$ cat src/rtl/edge_line_ctrl.sv
// Line/frame sequencer around a sobel3x3 horizontal-gradient core: feeds pixels plus
// per-line flush beats, re-tags core results with position and buffers them for a ready/valid sink.
module edge_line_ctrl #(
  parameter int LINE_W   = 640,
  parameter int FRAME_H  = 480,
  parameter int CORE_LAT = 2,
  parameter int BORDER   = 1
) (
  input  logic        clk,
  input  logic        rst_n,
  input  logic        s_vld,
  output logic        s_rdy,
  input  logic [7:0]  s_pix,
  input  logic        s_sof,
  input  logic        s_eol,
  output logic        core_vld,
  output logic [7:0]  core_pix,
  input  logic [7:0]  core_mag,
  output logic        m_vld,
  input  logic        m_rdy,
  output logic [7:0]  m_mag,
  output logic        m_sof,
  output logic        m_eol,
  output logic [15:0] line_cnt,
  output logic        err_len,
  output logic        err_frm
);
  localparam logic [15:0] LAST_COL  = 16'(LINE_W - 1);
  localparam logic [15:0] LAT       = 16'(CORE_LAT);
  localparam logic [15:0] ZLO       = 16'(CORE_LAT + BORDER);
  localparam logic [15:0] ZHI       = 16'(LINE_W - BORDER + CORE_LAT);
  localparam logic [15:0] LAST_LINE = 16'(FRAME_H - 1);

  typedef enum logic [1:0] {IDLE, RUN, FLUSH} state_t;
  state_t state, state_nx;

  logic        ready_q;
  logic [15:0] beat_idx, last_idx, cur_idx;
  logic [7:0]  last_pix;
  logic        pix_acc, pix_last, line_done;
  logic        cap_vld, cap_zero, cap_sof, cap_eol;
  logic [7:0]  cap_mag;
  logic [1:0]  occ;
  logic        rd_ptr, wr_ptr;
  logic [1:0][7:0] buf_mag;
  logic [1:0]  buf_sof, buf_eol;
  logic        pop, pop_buf, push, allow;

  // A beat is only allowed if its eventual capture is guaranteed a buffer slot.
  assign pop     = m_vld && m_rdy;
  assign pop_buf = pop && (occ != 2'd0);
  assign push    = cap_vld && !(pop && (occ == 2'd0));
  assign allow   = (({1'b0, occ} + {2'b00, cap_vld}) - {2'b00, pop}) < 3'd2;
  assign cap_mag = cap_zero ? 8'd0 : core_mag;

  always_comb begin
    state_nx  = state;
    s_rdy     = 1'b0;
    core_vld  = 1'b0;
    core_pix  = '0;
    pix_acc   = 1'b0;
    pix_last  = 1'b0;
    line_done = 1'b0;
    cur_idx   = (state == IDLE) ? 16'd0 : beat_idx;
    case (state)
      IDLE: begin
        // Non-sof pixels are swallowed; a sof pixel waits for buffer room.
        s_rdy   = ready_q && (allow || !s_sof);
        pix_acc = s_vld && s_rdy && s_sof;
      end
      RUN: begin
        s_rdy   = allow;
        pix_acc = s_vld && s_rdy;
      end
      FLUSH: begin
        core_vld  = allow;
        core_pix  = allow ? last_pix : 8'd0;
        line_done = allow && (beat_idx == last_idx);
        if (line_done) state_nx = (line_cnt == LAST_LINE) ? IDLE : RUN;
      end
      default: state_nx = IDLE;
    endcase
    if (pix_acc) begin
      core_vld = 1'b1;
      core_pix = s_pix;
      pix_last = s_eol || (cur_idx == LAST_COL);
      state_nx = pix_last ? FLUSH : RUN;
    end
  end

  always_ff @(posedge clk or negedge rst_n) begin
    if (!rst_n) begin
      state    <= IDLE;
      ready_q  <= 1'b0;
      beat_idx <= '0;
      last_idx <= '0;
      last_pix <= '0;
      line_cnt <= '0;
      err_len  <= 1'b0;
      err_frm  <= 1'b0;
      cap_vld  <= 1'b0;
      cap_zero <= 1'b0;
      cap_sof  <= 1'b0;
      cap_eol  <= 1'b0;
    end else begin
      state   <= state_nx;
      ready_q <= 1'b1;
      cap_vld <= core_vld && (cur_idx >= LAT);
      if (core_vld) begin
        cap_zero <= (cur_idx < ZLO) || (cur_idx >= ZHI);
        cap_sof  <= (cur_idx == LAT) && (line_cnt == 16'd0);
        cap_eol  <= (state == FLUSH) && (beat_idx == last_idx);
        beat_idx <= line_done ? 16'd0 : cur_idx + 16'd1;
      end
      if (pix_acc) begin
        last_pix <= s_pix;
        if (state == IDLE) begin
          err_len  <= 1'b0;
          err_frm  <= 1'b0;
          line_cnt <= '0;
        end else if (s_sof) begin
          err_frm <= 1'b1;
          if (cur_idx == 16'd0) line_cnt <= '0;
        end
        if (pix_last) begin
          last_idx <= cur_idx + LAT;
          if (!(s_eol && (cur_idx == LAST_COL))) err_len <= 1'b1;
        end
      end
      if (line_done) line_cnt <= line_cnt + 16'd1;
    end
  end

  // Two-entry result buffer; an empty buffer passes the capture straight through.
  always_ff @(posedge clk or negedge rst_n) begin
    if (!rst_n) begin
      occ     <= '0;
      rd_ptr  <= 1'b0;
      wr_ptr  <= 1'b0;
      buf_mag <= '0;
      buf_sof <= '0;
      buf_eol <= '0;
    end else begin
      if (push) begin
        buf_mag[wr_ptr] <= cap_mag;
        buf_sof[wr_ptr] <= cap_sof;
        buf_eol[wr_ptr] <= cap_eol;
        wr_ptr          <= ~wr_ptr;
      end
      if (pop_buf) rd_ptr <= ~rd_ptr;
      occ <= occ + 2'(push) - 2'(pop_buf);
    end
  end

  assign m_vld = (occ != 2'd0) || cap_vld;

  always_comb begin
    m_mag = '0;
    m_sof = 1'b0;
    m_eol = 1'b0;
    if (occ != 2'd0) begin
      m_mag = buf_mag[rd_ptr];
      m_sof = buf_sof[rd_ptr];
      m_eol = buf_eol[rd_ptr];
    end else if (cap_vld) begin
      m_mag = cap_mag;
      m_sof = cap_sof;
      m_eol = cap_eol;
    end
  end
endmodule

$ cat config.mk
export PLATFORM = sky130hd
export DESIGN_NAME = edge_line_ctrl
export DESIGN_NICKNAME = d
export VERILOG_FILES = /design/src/rtl/edge_line_ctrl.sv
export SDC_FILE = /design/constraint.sdc
export NUM_CORES = 1
export LEC_CHECK = 0
export BUFFER_PORTS_ARGS = -buffer_cell sky130_fd_sc_hd__buf_2
export CORE_UTILIZATION = 45
export DETAILED_ROUTE_END_ITERATION = 10
export PLACE_DENSITY = 0.67
export SLEW_MARGIN = 20
export SYNTH_ARGS = -nofsm -noshare
export SYNTH_HDL_FRONTEND = slang
export SYNTH_SLANG_ARGS = --single-unit
$ cat constraint.sdc
create_clock -name clk -period 5.3 [get_ports clk]
set_input_delay 1.325 -clock clk [delete_from_list [all_inputs] [get_ports clk]]
set_output_delay 1.325 -clock clk [all_outputs]
set_load 0.01 [all_outputs]
==> metrics <==
Cell variety after synth=57; Internal Power=between 1.5 and 2 mW; Yosys top cell area share=0.4300; Area growth syn-to-layout=13.16%; Final TNS setup=0 ns; Leak Pwr=between 2 and 3 nW; Hold Startpoint=buf_mag[12]; maximum vdd drop=about 0.35 mV; die width=about 110 um; clock skew=around 0.0092 ns; Post-Syn Area=between 5000 and 6000 um2; largest net degree at the start of global routing=53; fin crit period=roughly 4.8 ns; Fmax=between 200 and 250 MHz; Post-DP Area=~5500 um2; endpoint class of the critical path=primary output; final cell count without fillers=around 740; WL/cell=roughly 16 um; Crit Reg-Reg Startpoint=cap_vld; Hold Slack=0.4884 ns; Slew HR=0.3447; Crit. Startpoint=m_rdy; sequential share of the synthesized area=0.4300; Post CTS Setup Buffer Count=0; Die Height=roughly 110 um; full die area=approximately 12000 um2; largest area contributor in the netlist=dfrtp_1; CTS buffer count=9; drt total wl=12040 um; Post-synth top cells=89 x dfrtp_1, 71 x nand2_1, 43 x o21ai_0, 29 x nor2_1, 26 x nand3_1; fin crit share=0.9127; clk slew on worst S/H paths=around 0.07 ns; Root Buffer=clkbuf_16; Clock Power Share=0.256; worst-margin pin slew=between 0.9 and 1 ns; Mapped Cells=between 500 and 600; CTS tree=yes; hold crit path type=reg -> reg; critical path class=in -> out; layout cells sized above 1=0.1987; fraction of registers with async set/reset=1.000; Critical Path AT=about 3.5 ns; GRT Overall Usage=0.2212; Ys Warns=0; Via density=~5.7; hold_buf cts=0; final-report setup violation count=0; clk sinks=89; combinational power share=0.364; Max FO, Critical Path=20; count of final hold-check violations=0; DRT iter0 DRCs=about 300; Avg Cell Area, Syn=roughly 9.4 um2; Net Count, Synth=approximately 590; drt pass-1 iters=5; Req. time, crit path=~4.0 ns; Port-buffer cells=60; Initial Util=0.4696; maxcap violations=0; Primary FF master, synth=dfrtp_1; core area=between 10000 and 15000 um2; sequential power share=0.380; Yosys reg bits=a little under 90; status=finished, final reports clean; vias in the first global route=a little over 4000; CTS Buffer Depth=2; nets@finish=around 630; Sw Pwr=1.043 mW; initial antenna violation count=0; first-pass GRT wire length=about 20000 um; EDFF count, synth=0; Skew-Pair Late Insertion Delay=between 0.3 and 0.4 ns; pwr dens=about 460 nW/um2; Detail Route Antenna Nets=0; Worst setup SP type=input port; Sw Ratio=0.3847; DRC Markers=0; Ports=61; routed vias=approximately 4200; largest cells by area after synthesis=dfrtp_1 43%, nand2_1 5.1%, xor2_1 4.2%; count leader, synth=dfrtp_1; HPWL after DPL=between 8000 and 9000 um; RSZ-0062 raised after global routing=no; RePlAce Congestion=around 0.85; diode count=0; final slew viol count=0; Final Power=roughly 2.7 mW; post_cts resized=0; FP Rows=38; Finished Cell Area=5862 um2; global route overflow=0; post-placement cell count=a little over 700; htree depth=3
==> cells in the final DEF, fill, tap and decap left out, drive strengths merged, types with 8 or more instances in the layout <==
cell and n:
dfrtp 89, nand2 71, o21ai 44, ha 10, nor3 18, clkbuf 9, nand3 26, mux2i 17
mux2 16, nand4 8, nor4 14, a22o 14, o31ai 12, xnor2 14, nand2b 11, buf 67
nor2 31, inv 19, xor2 25
==> logic make-up after synthesis <==
group | count (synthesis) | share of synthesized area
xor gates and xnor gates | 39 | 0.06594
buffers and inverters | 56 | 0.05024
other | 1 | 0.0007239
muxes | 33 | 0.06763
DFF | 89 | 0.4300
adders and majority gates | 11 | 0.02802
and+or+nand+nor | 216 | 0.2159
AOI/OAI and AO/OA | 108 | 0.1416
==> path summary, 6_finish.rpt <==
check / end / slack [ns] / cells after the start
setup / recovery: core_pix[6] / 0.46 / 10
setup reg to reg: line_cnt[12] / 1.29 / 10
max in group asynchronous: beat_idx[12] / 3.31 / 2
hold reg to reg: buf_mag[12] / 0.49 / 2
min in group asynchronous: line_cnt[14] / 1.00 / 1
hold / removal: buf_mag[12] / 0.49 / 2
==> final cells by class <==
cell class,count,area (um2)
fill,1026,5169
multi-input combinational,408,2713
sequential,89,2227
timing repair buffer,67,355.3
clock buffer,9,225.2
tap,140,175.2
clock inverter,7,95.09
inverter,19,71.32
==> registers in the layout, indices dropped and copies added, names as in the netlist, 2 cells and up <==
name	flops
occ	2
last_idx	16
line_cnt	16
buf_sof	2
buf_mag	16
beat_idx	16
buf_eol	2
last_pix	8
state	2
==> metal layers <==
layer,GRT usage,vias to the layer above,share of wire
met5,0,-,0
met4,0.06857,0,0.015
met3,0.04683,16,0.066
met2,0.3562,139,0.46
met1,0.2986,2026,0.46
li1,-,2044,-
==> worst max-delay path: stages <==
cell	delay, ns
buf_2	0.11
and2_1	0.13
ha_1	0.26
nand2b_1	0.16
fa_1	0.53
inv_1	0.09
nor4_2	0.31
buf_4	0.30
a22o_1	0.18
buf_2	0.12
==> power groups by stage <==
stage	Sequential, mW	Combinational, mW	Clock (mW)
2_1_floorplan	0.968	0.743	0
3_3_place_gp	1.04	0.960	0
3_5_place_dp	1.04	0.989	0
4_1_cts	1.03	0.993	0.707
5_1_grt	1.06	1.10	0.729
6_report	1.03	0.987	0.695
==> through the flow <==
step / utilization / setup slack (ns)
3_5_place_dp: 0.5017 / 0.4523
4_1_cts: 0.5307 / 0.4472
3_3_place_gp: 0.5017 / 0.5093
6_report: 0.5314 / 0.4626
5_1_grt: 0.5314 / 0.3022
2_1_floorplan: - / 0.4148
Note: power is estimated with default switching activity, not from simulation.
